**src/rtl/ysyx_25070198_mem_pkg.sv**
```systemverilog
// Shared types for the IFU/LSU memory arbiter.
// State encoding and requester ownership.
package ysyx_25070198_mem_pkg;

    typedef enum logic [1:0] {
        IDLE  = 2'd0,
        ISSUE = 2'd1,
        WAIT  = 2'd2
    } state_e;

    typedef enum logic {
        OWN_IFU = 1'b0,
        OWN_LSU = 1'b1
    } owner_e;

endpackage

```
**src/rtl/ysyx_25070198_rr_arb2.sv**
```systemverilog
// Two-way round-robin picker.
// grant[0] = IFU, grant[1] = LSU; one-hot or zero.
module ysyx_25070198_rr_arb2
    import ysyx_25070198_mem_pkg::*;
(
    input  logic       en,
    input  logic       ifu_valid,
    input  logic       lsu_valid,
    input  logic       last_grant,
    output logic [1:0] grant
);

    always_comb begin
        grant = 2'b00;
        if (en) begin
            if (ifu_valid && lsu_valid) begin
                grant = (last_grant == OWN_LSU) ? 2'b01 : 2'b10;
            end else begin
                grant = {lsu_valid, ifu_valid};
            end
        end
    end

endmodule

```
**src/rtl/ysyx_25070198_mem_arb.sv**
```systemverilog
// Shares one memory port between fetch and load/store.
// One outstanding transaction; response is registered then routed.
module ysyx_25070198_mem_arb
    import ysyx_25070198_mem_pkg::*;
#(
    parameter int ADDR_W = 32,
    parameter int DATA_W = 32
) (
    input  logic                clk,
    input  logic                rst,
    input  logic                ifu_req_valid,
    output logic                ifu_req_ready,
    input  logic [ADDR_W-1:0]   ifu_req_addr,
    output logic                ifu_resp_valid,
    output logic [DATA_W-1:0]   ifu_resp_rdata,
    input  logic                lsu_req_valid,
    output logic                lsu_req_ready,
    input  logic [ADDR_W-1:0]   lsu_req_addr,
    input  logic                lsu_req_wen,
    input  logic [DATA_W-1:0]   lsu_req_wdata,
    input  logic [DATA_W/8-1:0] lsu_req_wmask,
    output logic                lsu_resp_valid,
    output logic [DATA_W-1:0]   lsu_resp_rdata,
    output logic                mem_req_valid,
    input  logic                mem_req_ready,
    output logic [ADDR_W-1:0]   mem_req_addr,
    output logic                mem_req_wen,
    output logic [DATA_W-1:0]   mem_req_wdata,
    output logic [DATA_W/8-1:0] mem_req_wmask,
    input  logic                mem_resp_valid,
    input  logic [DATA_W-1:0]   mem_resp_rdata
);

    state_e              state_q, state_d;
    owner_e              own_q, own_d;
    owner_e              last_q, last_d;
    owner_e              rown_q, rown_d;
    logic                rvld_q, rvld_d;
    logic [DATA_W-1:0]   rdata_q, rdata_d;
    logic [ADDR_W-1:0]   addr_q, addr_d;
    logic                wen_q, wen_d;
    logic [DATA_W-1:0]   wdata_q, wdata_d;
    logic [DATA_W/8-1:0] wmask_q, wmask_d;
    logic                arb_en;
    logic [1:0]          grant;

    // No accept during reset or while a response is being delivered
    assign arb_en = rst && (state_q == IDLE) && !rvld_q;

    ysyx_25070198_rr_arb2 u_rr (
        .en         (arb_en),
        .ifu_valid  (ifu_req_valid),
        .lsu_valid  (lsu_req_valid),
        .last_grant (last_q),
        .grant      (grant)
    );

    always_comb begin
        state_d = state_q;
        own_d   = own_q;
        last_d  = last_q;
        rown_d  = rown_q;
        rvld_d  = 1'b0;
        rdata_d = '0;
        addr_d  = addr_q;
        wen_d   = wen_q;
        wdata_d = wdata_q;
        wmask_d = wmask_q;
        unique case (state_q)
            IDLE: begin
                if (grant[0]) begin
                    state_d = ISSUE;
                    own_d   = OWN_IFU;
                    last_d  = OWN_IFU;
                    addr_d  = ifu_req_addr;
                    wen_d   = 1'b0;
                    wdata_d = '0;
                    wmask_d = '0;
                end else if (grant[1]) begin
                    state_d = ISSUE;
                    own_d   = OWN_LSU;
                    last_d  = OWN_LSU;
                    addr_d  = lsu_req_addr;
                    wen_d   = lsu_req_wen;
                    wdata_d = lsu_req_wdata;
                    wmask_d = lsu_req_wmask;
                end
            end
            ISSUE: begin
                if (mem_req_ready) state_d = WAIT;
            end
            WAIT: begin
                if (mem_resp_valid) begin
                    state_d = IDLE;
                    rvld_d  = 1'b1;
                    rown_d  = own_q;
                    // Store acks carry no data
                    if (!(own_q == OWN_LSU && wen_q)) begin
                        rdata_d = mem_resp_rdata;
                    end
                end
            end
            default: state_d = IDLE;
        endcase
    end

    always_ff @(posedge clk) begin
        if (!rst) begin
            state_q <= IDLE;
            own_q   <= OWN_IFU;
            last_q  <= OWN_LSU;
            rown_q  <= OWN_IFU;
            rvld_q  <= 1'b0;
            rdata_q <= '0;
            addr_q  <= '0;
            wen_q   <= 1'b0;
            wdata_q <= '0;
            wmask_q <= '0;
        end else begin
            state_q <= state_d;
            own_q   <= own_d;
            last_q  <= last_d;
            rown_q  <= rown_d;
            rvld_q  <= rvld_d;
            rdata_q <= rdata_d;
            addr_q  <= addr_d;
            wen_q   <= wen_d;
            wdata_q <= wdata_d;
            wmask_q <= wmask_d;
        end
    end

    assign ifu_req_ready  = grant[0];
    assign lsu_req_ready  = grant[1];
    assign mem_req_valid  = (state_q == ISSUE);
    assign mem_req_addr   = addr_q;
    assign mem_req_wen    = wen_q;
    assign mem_req_wdata  = wdata_q;
    assign mem_req_wmask  = wmask_q;
    assign ifu_resp_valid = rvld_q && (rown_q == OWN_IFU);
    assign lsu_resp_valid = rvld_q && (rown_q == OWN_LSU);
    assign ifu_resp_rdata = ifu_resp_valid ? rdata_q : '0;
    assign lsu_resp_rdata = lsu_resp_valid ? rdata_q : '0;

endmodule

```
**config.mk**
```make
export PLATFORM = sky130hd
export DESIGN_NAME = ysyx_25070198_mem_arb
export DESIGN_NICKNAME = d
export VERILOG_FILES = /design/src/rtl/ysyx_25070198_mem_pkg.sv /design/src/rtl/ysyx_25070198_rr_arb2.sv /design/src/rtl/ysyx_25070198_mem_arb.sv
export SDC_FILE = /design/constraint.sdc
export NUM_CORES = 1
export LEC_CHECK = 0
export ABC_AREA = 1
export CORE_ASPECT_RATIO = 0.75
export CORE_UTILIZATION = 39
export DETAILED_ROUTE_END_ITERATION = 6
export PLACE_DENSITY = 0.81
export SYNTH_ARGS = -nofsm -noshare
export SYNTH_HDL_FRONTEND = slang
export SYNTH_HIERARCHICAL = 1
export SYNTH_SLANG_ARGS = --single-unit
```
**constraint.sdc**
```tcl
create_clock -name clk -period 2.9 [get_ports clk]
set_clock_uncertainty 0.1 [all_clocks]
set_input_delay 0.725 -clock clk [delete_from_list [all_inputs] [get_ports clk]]
set_output_delay 0.725 -clock clk [all_outputs]
set_load 0.03 [all_outputs]
```
==> qor.yml <==
run_status: "complete, no violations"
areaGrowthSynthToFinish_pct: 65.7
tns_ns: 0
grt_first_pass_wirelength_um: 24200
worst-slew-pin-transition_ns: 0.482
post_route_cells_drive_above_1_share_pct: 3.92
skew_pair_late_insertion_delay_ns: 0.34
global_route.usage.met1_pct: 26.8
hold_path.class: "reg2reg"
crit_path_start_kind: "input pin"
async_flop_share_pct: 0
critPathArrivalTime_ns: 2.04
finalCriticalPeriod_ns: 2.87
worst-path-buf-inv: 3
synth-edff-count: 0
postPlaceCellArea_sq_um: 7810
antenna_found_initial: 0
mostFrequentLayoutCells: "sky130_fd_sc_hd__clkdlybuf4s50_1 (274), sky130_fd_sc_hd__nand2_1 (209), sky130_fd_sc_hd__nor2_1 (169)"
largest_net_degree_at_the_start_of_global_routing: 69
syn-instance-count: 764
use_met3_pct: 7.65
wirelength_um: 14700
finalPower_mw: 4.03
gr-usage-all-layers_pct: 22.8
hold_path_cells: 2
wl_cell_um: 12.4
grt_overflow: 0
root_buffer: "sky130_fd_sc_hd__clkbuf_16"
route.detailed.vias_per_inst: 4.48
clk_pin_slew_ns: 0.07
clock_path_buffers: 2
drc_errors: 0
drt_pre_antenna_iters: 4
replace_congestion: 0.752
ir_worst_vdd_mv: 0.377
initial_utilization_pct: 40.0
power-per-cell-area_nw_per_um2: 496
leading_cell_type_in_the_layout_fill_and_taps_excluded: "sky130_fd_sc_hd__clkdlybuf4s50_1"
rrSetupSlack_ns: 0.93
regToRegEndpoint: "mem_req_wdata[16]"
slew_viol_final: 0
critical_path_class: "in2out"
timing.final.crit_share_pct: 98.9
via_count_of_the_first_global_routing_pass: 5074
fin_ws_ns: 0.0328
cts_tree: "done"
cts_inserted_buffers: 9
chipWidth_um: 132
reg2reg_path_depth: 8
maxCapViolations: 0
worst-path-max-fanout: 4
power_leakage_nw: 3.41
cp_slowest_cell: "sky130_fd_sc_hd__clkdlybuf4s50_1"
hold_ws_ns: 0.363
io_buffers: 276
instances_no_fill: 1187
floorplan.rows: 35
worstPathCellList: "clkdlybuf4s50_1 > clkinv_1 > nor4_4 > nand2_1 > a21oi_4 > buf_4"
grt.busiest_layer: "met2"
ant_cells: 0
final_instance_area_sq_um: 8130
setup_violations: 0
synth_area_per_cell_sq_um: 6.42
detail_route.iter0.violations: 211
critical_path.endpoint_type: "output port"
synthesis.nets: 903
io_pins: 277
worst-endpoint-required_ns: 2.08
grtUsageMet2_pct: 40.0
max_freq_mhz: 349
drt.antenna.violating_nets: 0
final-hold-violation-count: 0
core-area_sq_um: 12300
slew-limit-headroom_pct: 67.9
dp_hpwl_um: 10500
layout.nets: 1155
worst_hold_path.endpoint: "mem_req_wdata[21]"
synth_top_flop_cell: "sky130_fd_sc_hd__dfxtp_1"
largest_stage_delay_worst_path_ns: 0.48
vertical_die_dimension_um: 99.2
clk_sink_count: 107
dr_total_vias: 5320
synthDistinctLibCells: 18
ys_seq_area_share_pct: 43.6
cts_setup_buffers: 0
ctsHtreeMaxLevel: 3
rr_startpoint: "state_q[1]"
place_worst_setup_slack_ns: 0.0102
netlist_area_sq_um: 4910
timing.critical_path.max_delay_family: "buffers and inverters"
yosys_warnings: 6
place.detailed.instances: 1171
ys_seq_elements: 107
floorplan.die_area_sq_um: 13000
hold_path_startpoint: "mem_req_wdata[21]"
final_core_util_pct: 66.3
layout make-up:
type | count | area (sq um)
Fill cell | 1078 | 4130
Timing Repair Buffer | 291 | 2920
Sequential cell | 107 | 2140
Multi-Input combinational cell | 497 | 2140
Inverter | 110 | 413
Clock buffer | 9 | 225
Tap cell | 166 | 208
Clock inverter | 7 | 81.3
sequential cells by signal, summed over array words and instances, names as in the netlist:
signal         count
mem_req_addr      32
rdata_q           32
rown_q             1
mem_req_wdata     32
mem_req_wen        1
last_q             1
own_q              1
rvld_q             1
mem_req_wmask      4
state_q            2
metal layers:
layer,routed length [um],vias to the layer above
met2,6830,179
li1,-,2773
met3,1200,17
met4,219,0
met5,0,-
met1,6420,2351
worst min-delay path, cell delays in order, from the launching register on:
cell and delay, ns:
sky130_fd_sc_hd__dfxtp_1 0.31, sky130_fd_sc_hd__nand2_1 0.06, sky130_fd_sc_hd__a21oi_1 0.05
what timing repair did:
action	CTS	global route
gates resized for setup	1	2
hold endpoints to repair	0	0
hold buffers	0	0
endpoints found under the setup margin	2	2
kinds of logic (layout without fill, tap and decap cells):
group                  after synthesis  count (layout)  synth area share (%)
AND/OR/NAND/NOR                    455             455                  38.5
buffers and inverters              160             417                  13.5
flip-flops                         107             107                  43.6
AO/OA/AOI/OAI                       42              42                  4.28
synth_stat cells (2+ instances only):
master                     instances  area, sq um
sky130_fd_sc_hd__buf_2            15         75.1
sky130_fd_sc_hd__nand3_1          40          200
sky130_fd_sc_hd__buf_1             4         15.0
sky130_fd_sc_hd__nor3b_1          32          240
sky130_fd_sc_hd__buf_6             2         22.5
sky130_fd_sc_hd__inv_1           108          405
sky130_fd_sc_hd__nor2_1          169          634
sky130_fd_sc_hd__a21oi_1          42          210
sky130_fd_sc_hd__nand2_1         209          785
sky130_fd_sc_hd__buf_4             8         60.1
sky130_fd_sc_hd__clkbuf_1         21         78.8
sky130_fd_sc_hd__nand2_2           2         12.5
sky130_fd_sc_hd__dfxtp_1         107         2140
where the power goes:
group          internal (mW)  switching [mW]  leakage (nW)  total (mW)
Sequential              1.58          0.0574         0.872        1.64
Clock                  0.683           0.578         0.147        1.26
Combinational          0.507           0.629          2.39        1.14
Total                   2.77            1.26          3.41        4.03
worst max path at each step:
stage	depth (start not counted)	slack, ns	startpoint	endpoint
after global placement	6	0.04	rst	lsu_req_ready
after floorplan	11	0.09	rst	mem_req_wdata[10]
after CTS	6	0.07	rst	lsu_req_ready
final	6	0.03	rst	ifu_req_ready
after detailed placement	6	0.01	rst	ifu_req_ready
after global routing	6	-0.04	rst	ifu_req_ready
(Power assumes the default switching activity.)
